--- src/rtl/sseg_mux_nx.sv ---
// sseg_mux_nx: N-digit multiplexed seven-segment driver with shadow regs, blanking, PWM and ghost guard
module sseg_mux_nx #(
  parameter int NUM_DIGITS  = 4,
  parameter int REFRESH_DIV = 100000,
  parameter int GUARD       = 2
)(
  input  logic                    clk,
  input  logic                    rst_n,
  input  logic [4*NUM_DIGITS-1:0] value,
  input  logic [NUM_DIGITS-1:0]   dp_in,
  input  logic                    load,
  input  logic                    blank_lz,
  input  logic [3:0]              brightness,
  output logic [6:0]              seg,
  output logic                    dp,
  output logic [NUM_DIGITS-1:0]   an,
  output logic                    slot_tick
);
  localparam int PW = $clog2(REFRESH_DIV);
  localparam int IW = $clog2(NUM_DIGITS);
  logic [PW-1:0]           presc;
  logic [IW-1:0]           idx;
  logic [3:0]              pwm_cnt;
  logic [4*NUM_DIGITS-1:0] sh_val;
  logic [NUM_DIGITS-1:0]   sh_dp;
  logic [NUM_DIGITS-1:0]   blank;
  logic [3:0]              nib;
  logic [6:0]              dec;
  logic                    wrap, last, lit, nz;
  assign wrap = presc == PW'(REFRESH_DIV - 1);
  assign last = idx == IW'(NUM_DIGITS - 1);
  assign nib  = sh_val[{idx, 2'b00} +: 4];
  assign lit  = presc >= PW'(GUARD) && pwm_cnt < brightness && !blank[idx];
  // a digit blanks only when it and every more-significant digit carry neither a nibble nor a dp
  always_comb begin
    nz = 1'b0;
    blank = '0;
    for (int i = NUM_DIGITS - 1; i >= 0; i--) begin
      nz = nz | (|sh_val[4*i +: 4]) | sh_dp[i];
      blank[i] = blank_lz && i != 0 && !nz;
    end
  end
  always_comb begin
    case (nib)
      4'h0: dec = 7'h40;
      4'h1: dec = 7'h79;
      4'h2: dec = 7'h24;
      4'h3: dec = 7'h30;
      4'h4: dec = 7'h19;
      4'h5: dec = 7'h12;
      4'h6: dec = 7'h02;
      4'h7: dec = 7'h78;
      4'h8: dec = 7'h00;
      4'h9: dec = 7'h10;
      4'hA: dec = 7'h08;
      4'hB: dec = 7'h03;
      4'hC: dec = 7'h46;
      4'hD: dec = 7'h21;
      4'hE: dec = 7'h06;
      default: dec = 7'h0E;
    endcase
  end
  always_ff @(posedge clk or negedge rst_n) begin
    if (!rst_n) begin
      presc     <= '0;
      idx       <= '0;
      pwm_cnt   <= '0;
      sh_val    <= '0;
      sh_dp     <= '0;
      seg       <= 7'h7F;
      dp        <= 1'b1;
      an        <= '1;
      slot_tick <= 1'b0;
    end else begin
      presc   <= wrap ? '0 : presc + 1'b1;
      pwm_cnt <= pwm_cnt + 1'b1;
      if (wrap) idx <= last ? '0 : idx + 1'b1;
      if (load) begin
        sh_val <= value;
        sh_dp  <= dp_in;
      end
      seg       <= blank[idx] ? 7'h7F : dec;
      dp        <= ~sh_dp[idx];
      an        <= lit ? ~(NUM_DIGITS'(1) << idx) : '1;
      slot_tick <= wrap;
    end
  end
endmodule

--- config.mk ---
export PLATFORM = sky130hd
export DESIGN_NAME = sseg_mux_nx
export DESIGN_NICKNAME = d
export VERILOG_FILES = /design/src/rtl/sseg_mux_nx.sv
export SDC_FILE = /design/constraint.sdc
export NUM_CORES = 1
export LEC_CHECK = 0
export CAP_MARGIN = 5
export CORE_UTILIZATION = 59
export CTS_BUF_LIST = sky130_fd_sc_hd__clkbuf_16
export CTS_CLUSTER_SIZE = 10
export DETAILED_ROUTE_END_ITERATION = 8
export PLACE_DENSITY = 0.88
export SLEW_MARGIN = 20
export SYNTH_ARGS = -nofsm -noshare
export SYNTH_HDL_FRONTEND = slang
export SYNTH_SLANG_ARGS = --single-unit
--- constraint.sdc ---
create_clock -name clk -period 6 [get_ports clk]
set_input_delay 1.2 -clock clk [delete_from_list [all_inputs] [get_ports clk]]
set_output_delay 1.2 -clock clk [all_outputs]
set_load 0.005 [all_outputs]
==> reports/qor.csv, run 1 <==
metric;value;unit
drtAntennaViolNets;0;
rsz0062_at_grt;false;
fin_nets;316;
core;4720;sq um
setup_ws;3.49;ns
seq_area_frac_synth;0.489;
postCtsSetupRepairBufs;0;
slew_headroom;0.415;
clk_latency;0.29;ns
cts_sinks;56;
grt_max_degree;57;
cp.required;6.17;ns
clkSlewWorstSetupHoldPaths;0.07;ns
startpoint_type;input pin;
place_area;3330;sq um
clock_skew;0.00645;ns
place_congestion;0.907;
endpoint_kind;register;
fillCellCount;307;
irDropWorstVdd;136;uV
timing.hold.ws;0.465;ns
drt_pass1_iterations;5;
die_width;72.1;um
cp_slowest_cell;clkdlybuf4s50_1;
slew_viol_final;0;
crit_buf_inv;1;
ys_ff_latch;56;
cp_top_family;buffers and inverters;
rows;25;
dp.cells;332;
critPathMaxFanout;20;
num_io_pins;41;
max_freq;399;MHz
tns;0;ns
setup_viol;0;
synthCells;231;
synth_area;2900;sq um
slowest_delay;1.04;ns
max_cap_violations;0;
avgRoutedWirePerCell;15.9;um
drt_iter0_markers;121;
final_cell_area;3470;sq um
yosysWarnings;0;
grt-ovfl-total;0;
synthesis.nets;275;
dp_hpwl;3750;um
routed_wl;5420;um
grt_pass1_wl;9070;um
ys.flop_type;dfrtp_1;
cts_root_buffer;clkbuf_16;
crit_path_cell_trace;clkdlybuf4s50_1, mux2_2;
cts_tree;yes;
viasPerCell;5.77;
postLayoutCoreUtil;0.735;
power.leakage;1.52;nW
finalNonFillerCells;340;
htreeDepth;2;
worst_pin_slew;0.874;ns
clk_path_buf_depth;2;
die_area;5190;sq um
hold_path_class;reg -> reg;
period_share;0.418;
async_flop_share;1.00;
postCtsResizedCells;0;
routed-via-count;1961;
cts_made_buffers;5;
crit_type;in -> reg;
dieHeight;72.1;um
power.density;235;nW/um^2
post-route-drc-count;0;
antenna_found_initial;0;
synth_edf_count;0;
groute.usage.overall;0.230;
report.power.total;815;uW
diodes;0;
min_period;2.51;ns
status;completed;
cts_hold_buffers;0;
hold_viol;0;
portBuffers;40;
pre_cts_slack;3.19;ns
ys_types;49;
syn_area_per_cell;12.5;sq um
initial_utilization;0.613;
syn_to_final_growth;19.9;%
grt_pass1_vias;1964;
drive_above_1_share;0.220;
crit_arrival;2.67;ns
## report_power, final
group	leakage, nW	total (mW)	switching (mW)	internal (mW)
combinational	0.770	0.111	0.0440	0.0668
sequential	0.676	0.424	0.0175	0.406
clock	0.0710	0.281	0.128	0.153
total	1.52	0.815	0.190	0.626
## kinds of logic after synthesis
logic type | count (synthesis) | share of synthesized area
mux | 36 | 0.167
compound gates | 17 | 0.0449
buf+inv | 19 | 0.0333
fa+ha+maj | 16 | 0.0691
xor+xnor | 19 | 0.0575
simple gates | 68 | 0.139
flops | 56 | 0.489
## worst paths after layout
path | slack [ns] | cells past startpoint | end | from
setup / recovery | 3.49 | 2 | sh_val[13]$_DFFE_PN0P_ | load
hold / removal | 0.47 | 1 | pwm_cnt[0]$_DFF_PN0_ | pwm_cnt[0]$_DFF_PN0_
setup reg to reg | 3.78 | 6 | seg[3]$_DFF_PN1_ | idx[0]$_DFFE_PN0P_
hold reg to reg | 0.47 | 1 | pwm_cnt[0]$_DFF_PN0_ | pwm_cnt[0]$_DFF_PN0_
max in group asynchronous | 4.50 | 2 | presc[9]$_DFF_PN0_ | rst_n
min in group asynchronous | 1.02 | 2 | pwm_cnt[1]$_DFF_PN0_ | rst_n
## metal layers
layer,vias up,global-route usage,wire length (um)
met5,-,0,0
li1,914,-,-
met2,58,0.363,2720
met1,982,0.297,2390
met4,0,0.105,87
met3,7,0.0653,226
## cell usage after synthesis (all sizes together), types with 2 or more instances
library cell	count	share of area
nor3	5	0.014
xnor2	5	0.015
buf	5	0.015
o211ai	3	0.0078
o21ai	4	0.0082
dfrtp	44	0.38
nand4	9	0.019
dfstp	12	0.11
or4	3	0.0078
o32ai	2	0.0060
mux2i	6	0.021
nand3	12	0.021
mux2	24	0.096
a21oi	2	0.0035
or3	2	0.0048
clkbuf	2	0.0026
ha	16	0.069
mux4	6	0.051
nor4	3	0.014
nand2	12	0.016
and3	4	0.0091
inv	12	0.016
xor2	14	0.042
nor2	12	0.016
## area by class of cell
cell class,count,area (sq um),area share
tap,67,83.8,0.0241
clock inverter,3,16.3,0.00468
multi-input combinational,156,1380,0.398
timing repair buffer,41,403,0.116
inverter,12,45.0,0.0130
sequential,56,1420,0.408
clock buffer,5,125,0.0360
## placed cells by master, fill, tap and decap left out, types with 5 or more instances in the layout
master           Yosys  final
dfstp_2             12     12
xnor2_1              5      5
mux2_2              22     22
nand3_1             12     12
dfrtp_1             44     44
nor2_1              11     11
ha_1                16     16
clkbuf_16            0      5
nand4_1              9      9
mux2i_1              6      6
nand2_1             11     11
clkdlybuf4s50_1      0     39
inv_1               12     13
xor2_1              14     14
## sequential cells by signal, indices dropped and copies added, names as in the netlist
name       cells
presc         17
an             4
seg            7
idx            2
dp             1
slot_tick      1
sh_dp          4
sh_val        16
pwm_cnt        4
(Power assumes the default switching activity.)
==> inputs of run 2 (changes only) <==
- CORE_UTILIZATION: 59 -> 54
- PLACE_DENSITY: 0.88 -> 0.82
- clock period: 6 -> 2.45 ns (I/O delays scaled with it)
==> reports/qor.csv, run 2 (synthesis gave the netlist of run 1 again) <==
metric;value;unit
syn_to_final_growth;21.8;%
postCtsSetupRepairBufs;0;
groute.usage.overall;0.212;
crit_type;reg -> reg;
crit_path_cell_trace;mux4_1, ha_1, o32ai_1, o21ai_1;
drt_pass1_iterations;4;
layout_commonest_cell;dfrtp_1;
top_regs;presc: 17 flops, sh_val: 16 flops, seg: 7 flops;
cp_top_family;multiplexers;
post-route-drc-count;0;
core;5140;sq um
drt_iter0_markers;113;
setup_viol;0;
htreeDepth;2;
crit_buf_inv;0;
rsz0062_at_grt;false;
worstRegToRegCells;4;
p_int;1.64;mW
startpoint_type;register;
setup_ws;0.479;ns
routed_wl;5330;um
cts_made_buffers;5;
cts_sinks;56;
die_width;75.2;um
avgRoutedWirePerCell;15.5;um
grt_pass1_wl;9040;um
pre_cts_slack;0.434;ns
hold_viol;0;
initial_utilization;0.564;
drtAntennaViolNets;0;
combinationalPowerShare;0.132;
hold_path_class;in -> async;
endpoint_kind;register;
layout_common_cells;44 x dfrtp_1, 39 x clkdlybuf4s50_1, 22 x mux2_2, 16 x ha_1, 14 x xor2_1;
num_io_pins;41;
dp.cells;337;
largest_reg_flops;17;
clk_latency;0.29;ns
cp_slowest_cell;mux4_1;
worstSetupPathDepth;4;
worst_pin_slew;0.717;ns
clkSlewWorstSetupHoldPaths;0.07;ns
fin_nets;318;
regMostFlops;presc;
antenna_found_initial;0;
clk_path_buf_depth;2;
postCtsResizedCells;0;
die_area;5660;sq um
critPathMaxFanout;5;
period_share;0.804;
irDropWorstVdd;366;uV
cts_hold_buffers;0;
dieHeight;75.2;um
slowest_delay;0.70;ns
finalNonFillerCells;345;
power.density;592;nW/um^2
max_freq;507;MHz
dp_hpwl;3940;um
status;completed;
viasPerCell;5.53;
clock_skew;0.00588;ns
power.leakage;1.55;nW
crit_arrival;2.16;ns
portBuffers;40;
cp.required;2.64;ns
tns;0;ns
place_congestion;0.883;
p_sw;451;uW
cts_tree;yes;
p_seq_frac;0.496;
routed-via-count;1907;
rows;26;
slew_viol_final;0;
slew_headroom;0.522;
p_sw_frac;0.216;
clkPwrFrac;0.372;
max_cap_violations;0;
diodes;0;
grt-ovfl-total;0;
grt_pass1_vias;1938;
grt_max_degree;33;
min_period;1.97;ns
drive_above_1_share;0.225;
cts_root_buffer;clkbuf_16;
-- run 2: power groups by stage --
| stage | logic (mW) | clock network, mW | registers, mW |
|---|---|---|---|
| global placement | 0.266 | 0 | 1.05 |
| detailed placement | 0.276 | 0 | 1.05 |
| CTS | 0.280 | 0.785 | 1.04 |
| floorplan | 0.146 | 0 | 1.04 |
| global route | 0.309 | 0.832 | 1.04 |
| finish | 0.276 | 0.778 | 1.04 |
-- run 2: area by class of cell --
cell class                 count  area [sq um]
clock buffer                   5           125
clock inverter                 3          38.8
fill                         388          1610
inverter                      12          45.0
multi-input combinational    156          1380
sequential                    56          1420
tap                           70          87.6
timing repair buffer          43           430
-- run 2: per-stage QoR --
step | hold WS [ns] | instance area (sq um) | util | total power, mW
after global routing | 0.310 | 3530 | 0.686 | 2.18
final | 0.253 | 3530 | 0.686 | 2.09
after floorplan | 0.194 | 2900 | - | 1.19
after detailed placement | 0.462 | 3360 | 0.654 | 1.33
after CTS | 0.283 | 3530 | 0.686 | 2.10
after global placement | 0.460 | 3360 | 0.654 | 1.32
-- run 2: worst paths after layout --
| check | slack [ns] | startpoint | to |
|---|---|---|---|
| worst max-delay path | 0.48 | idx[0]$_DFFE_PN0P_ | seg[0]$_DFF_PN1_ |
| worst min-delay path | 0.25 | rst_n | pwm_cnt[2]$_DFF_PN0_ |
| worst max register to register | 0.48 | idx[0]$_DFFE_PN0P_ | seg[0]$_DFF_PN1_ |
| worst min register to register | 0.47 | pwm_cnt[0]$_DFF_PN0_ | pwm_cnt[0]$_DFF_PN0_ |
| max in group asynchronous | 1.62 | rst_n | sh_val[0]$_DFFE_PN0P_ |
| min in group clk | 0.47 | pwm_cnt[0]$_DFF_PN0_ | pwm_cnt[0]$_DFF_PN0_ |
-- run 2: per-layer routing --
metal  vias to the layer above  part of all wire  GRT usage  wire length [um]
li1                        919                 -          -                 -
met4                         0            0.0073     0.0473                39
met1                       934              0.47      0.294              2500
met5                         -                 0          0                 0
met2                        49              0.48      0.346              2570
met3                         5             0.041     0.0455               220
==> variant 1: new RTL, flow settings as in run 2 <==
Add an input register stage for `value`, `dp_in`, `load`, `blank_lz` and `brightness`, without a reset; this delays them by one clock.
--- a/src/rtl/sseg_mux_nx.sv
+++ b/src/rtl/sseg_mux_nx.sv
@@ -20,2 +20,17 @@
   localparam int IW = $clog2(NUM_DIGITS);
+
+  logic [4*NUM_DIGITS-1:0] value_q;
+  logic [NUM_DIGITS-1:0] dp_q;
+  logic load_q;
+  logic blank_lz_q;
+  logic [3:0] brightness_q;
+
+  always_ff @(posedge clk) begin
+    value_q      <= value;
+    dp_q         <= dp_in;
+    load_q       <= load;
+    blank_lz_q   <= blank_lz;
+    brightness_q <= brightness;
+  end
+
   logic [PW-1:0]           presc;
@@ -32,3 +47,3 @@
   assign nib  = sh_val[{idx, 2'b00} +: 4];
-  assign lit  = presc >= PW'(GUARD) && pwm_cnt < brightness && !blank[idx];
+  assign lit  = presc >= PW'(GUARD) && pwm_cnt < brightness_q && !blank[idx];
   // a digit blanks only when it and every more-significant digit carry neither a nibble nor a dp
@@ -39,3 +54,3 @@
       nz = nz | (|sh_val[4*i +: 4]) | sh_dp[i];
-      blank[i] = blank_lz && i != 0 && !nz;
+      blank[i] = blank_lz_q && i != 0 && !nz;
     end
@@ -77,5 +92,5 @@
       if (wrap) idx <= last ? '0 : idx + 1'b1;
-      if (load) begin
-        sh_val <= value;
-        sh_dp  <= dp_in;
+      if (load_q) begin
+        sh_val <= value_q;
+        sh_dp  <= dp_q;
       end
Check against the original RTL: not equivalent (a bounded check fails within 4 cycles, from zero or initial values and one cycle with rst_n low).
==> variant 1 against run 2 <==
Area after synthesis rose by 18%; highest routed layer unchanged; setup slack improved by 0.049 ns; count of clock-buffer cells in the layout rose by 4; power rose by 53%; utilization rose by 1.2 points; wire length rose by 12%; design area rose by 19%; sequential share of layout area rose by 5.9 points; sequential cell count rose by 26.
==> variant 1: results (changes against run 2) <==
status:
  status: "finished clean"
synth:
  synthAdderAreaFrac_pct: 5.86  # -1.1 points
  syn_nets: 301  # +9.5%
  synth_commonest_cells: "dfrtp_1, dfxtp_1, mux2_2"
  yosys.cell_types.count: 50  # +2.0%
  synth_xor_area_share_pct: 4.87  # -0.88 points
  netlist_top_cells_area: "dfrtp_1, dfxtp_1, dfstp_2"
  synth.area.mux_share_pct: 14.2  # -2.5 points
  seq_area_frac_synth_pct: 56.7  # +7.8 points
grt:
  grt_max_degree: 30  # -9.1%
  grt_pass1_vias: 2161  # +12%
  grtUsageTotal_pct: 21.5  # +0.24 points
  grt_pass1_wl_um: 10300  # +14%
critical_path:
  rr_worst_depth: 6  # +2
  cpPeakStageDelay_ns: 0.61  # -0.09 ns
  critical_path.max_fanout: 12  # +7
  critical_path_arrival_ns: 2.18  # +0.02 ns
  cp_top_family: "flip-flops"
  critPathSlowestCell: "dfrtp_1"
cts:
  cts_buffers: 9  # +4
  h-tree-depth: 3  # +1
  cts_resized: 0  # unchanged
  insertion_delay_ns: 0.34  # +0.05 ns
power_and_ir_drop:
  peakVddDrop_uv: 651  # +78%
placed_design:
  hpwl_um: 4110  # +4.3%
  place_congestion: 0.876  # -0.82%
  dp_worst_setup_slack_ns: 0.560  # +0.127 ns
  placement.cell_area_um2: 3880  # +15%
drt:
  vias: 2111  # +11%
  drt_iter0_drc: 58  # -49%
sta:
  worst_pin_slew_ns: 0.848  # +0.131 ns
  finalClockSkew_ns: 0.00549  # -0.000395 ns
cells_and_area:
  reg_top3: "presc x17, sh_val x16, value_q x16"
  layout.nets: 347  # +9.1%
variant 1: cell types whose count changed in the layout (fill, tap and decap cells not counted), sizes merged:
cell and change:
clkbuf +4, dfxtp +26, clkinvlp +1, bufinv +1, inv +2, buf -1
variant 1: cell families (layout without fill, tap and decap cells):
logic type / count (synthesis) / count (layout)
simple gates: 68 / 68
xor+xnor: 19 / 19
mux: 36 / 36
buf+inv: 19 / 70
fa+ha+maj: 16 / 16
flops: 82 / 82
compound gates: 17 / 17
variant 1: stage by stage:
step           hold slack [ns]  std cells
2_1_floorplan            0.194        257
3_3_place_gp             0.445        367
3_5_place_dp             0.452        367
4_1_cts                  0.209        383
5_1_grt                  0.253        383
6_report                 0.183        383
variant 1: path summary, 6_finish.rpt:
path	from	end	slack, ns
max in group asynchronous	rst_n	pwm_cnt[1]	1.70
worst min-delay path	rst_n	presc[14]	0.18
worst max register to register	idx[1]	seg[3]	0.53
worst max-delay path	idx[1]	seg[3]	0.53
worst min register to register	pwm_cnt[0]	pwm_cnt[0]	0.47
min in group clk	pwm_cnt[0]	pwm_cnt[0]	0.47
variant 1: cell type report:
cell class / instances / area, µm²
clock buffers: 9 / 225
flip-flops and latches: 82 / 1940
multi-input cells: 156 / 1380
well taps: 75 / 93.8
repair buffers: 42 / 423
inverters: 12 / 45.0
clock inverters: 7 / 98.8
fillers: 438 / 1820
variant 1: power breakdown:
part / leakage [nW] / internal (mW) / total, mW / switching [mW]
combinational: 0.780 / 0.165 / 0.267 / 0.101
clock: 0.158 / 0.901 / 1.44 / 0.539
sequential: 0.896 / 1.44 / 1.50 / 0.0538
variant 1: metal layers:
| layer | vias to the layer above | track usage, % | part of all wire, % |
|---|---|---|---|
| met5 | - | 0 | 0 |
| met2 | 53 | 34.6 | 49 |
| li1 | 1008 | - | - |
| met3 | 13 | 4.33 | 3.6 |
| met1 | 1037 | 27.4 | 45 |
| met4 | 0 | 11.1 | 2.2 |
==> variant 2: new RTL, settings of run 2 <==
Made on the original files. The parameter `NUM_DIGITS` goes from 4 to 2.
--- a/src/rtl/sseg_mux_nx.sv
+++ b/src/rtl/sseg_mux_nx.sv
@@ -2,3 +2,3 @@
 module sseg_mux_nx #(
-  parameter int NUM_DIGITS  = 4,
+  parameter int NUM_DIGITS  = 2,
   parameter int REFRESH_DIV = 100000,
Ports: changed (resized an, dp_in and value); port bits go from 41 to 29. The function was not compared with the original's and may differ.
==> variant 2 against run 2 <==
Setup slack improved by 0.021 ns; area after synthesis decreased by 28%; critical path depth rose by 2; die area down 28%; power is 24% lower; design area fell by 28%; wire length down 31%; sequential cell count shrank 13; sequential share of layout area is 2.7 points higher; largest power group unchanged.
==> variant 2: results (changes against run 2) <==
status:
  status: "finished clean"
synth:
  syn_nets: 216  # -21%
  synth_commonest_cells: "dfrtp_1, nor2_1, mux2_2, nand2_1, ha_1"
  seq_area_frac_synth_pct: 52.5  # +3.6 points
  yosys.cell_types.count: 32  # -35%
  netlist_top_cells_area: "dfrtp_1, dfstp_2, ha_1"
critical_path:
  timing.rr.end: "seg[3]"
  rr_worst_depth: 6  # +2
  critical_path.max_fanout: 11  # +6
  r2r_slack_ns: 0.50  # +0.02 ns
power_and_ir_drop:
  peakVddDrop_uv: 338  # -7.7%
  p_leak_nw: 1.11  # -28%
  power_frac_seq_pct: 49.3  # -0.3 points
  p_clk_share_pct: 38.6  # +1.4 points
  p_int_mw: 1.24  # -24%
  seq-power_mw: 0.782  # -25%
grt:
  grt_pass1_wl_um: 6450  # -29%
  grtUsageTotal_pct: 20.8  # -0.43 points
  met3_usage_pct: 6.07  # +1.5 points
  grt_max_degree: 44  # +33%
  grtUsageMet1_pct: 25.3  # -4.1 points
  use_met2_pct: 34.8  # +0.21 points
drt:
  dr_wl_met3_um: 178  # -19%
  vias: 1518  # -20%
  dr.pass1.iters: 4  # unchanged
  wl_met1_um: 1650  # -34%
  dr_wl_met2_um: 1810  # -30%
  routed_wl_um: 3680  # -31%
sta:
  whs_ns: 0.333  # +0.0796 ns
  relSlewSlack_pct: 40.7  # -11 points
  finalClockSkew_ns: 0.00358  # -0.00230 ns
cells_and_area:
  drive_above_1_share_pct: 15.0  # -7.5 points
  reg_top3: "presc x17, sh_val x8, seg x7"
placed_design:
  hpwl_um: 2530  # -36%
  place_congestion: 0.850  # -3.8%
cts:
  clk_pin_slew_ns: 0.06
worst_hold_path:
  hold_class: "input port to async pin"
-- variant 2: cell count changes after synthesis, moves of 5 or more --
cell	change
nand3_1	-5
mux2_2	-9
nor2_1	+8
a21oi_1	+5
dfrtp_1	-11
xor2_1	-5
-- variant 2: worst max-delay path by stage --
stage | start | end | slack [ns] | cells after the start
3_5_place_dp | brightness[2] | an[1] | 0.35 | 6
2_1_floorplan | idx | seg[3] | 0.69 | 7
4_1_cts | idx | seg[3] | 0.52 | 6
3_3_place_gp | brightness[2] | an[1] | 0.40 | 6
5_1_grt | idx | seg[3] | 0.35 | 6
6_report | idx | seg[3] | 0.50 | 6
-- variant 2: cells by family after synthesis --
logic type	count (synthesis)	synth area share [%]
AOI/OAI and AO/OA	21	6.28
adders and majority gates	12	7.25
xor gates and xnor gates	16	6.76
muxes	17	9.00
buffers and inverters	11	2.11
and+or+nand+nor	66	16.1
DFF	43	52.5
-- variant 2: per-stage QoR --
| stage | area (µm²) | std cells | worst slack, ns |
|---|---|---|---|
| floorplan | 2070 | 186 | 0.688 |
| global placement | 2400 | 260 | 0.401 |
| detailed placement | 2400 | 260 | 0.354 |
| CTS | 2540 | 268 | 0.515 |
| global route | 2540 | 268 | 0.354 |
| finish | 2540 | 268 | 0.500 |
-- variant 2: cell type report --
type	count	area (µm²)
timing repair buffer	29	283
fill	265	1120
sequential	43	1090
clock buffer	5	125
multi-input combinational	132	940
inverter	8	30.0
tap	48	60.1
clock inverter	3	11.3
-- variant 2: critical path: stages (launching register included) --
cell and delay [ns]:
dfrtp_1 0.64, mux2_2 0.44, inv_1 0.15, ha_1 0.28, nor2_1 0.13, a211oi_1 0.05, o21ai_0 0.18
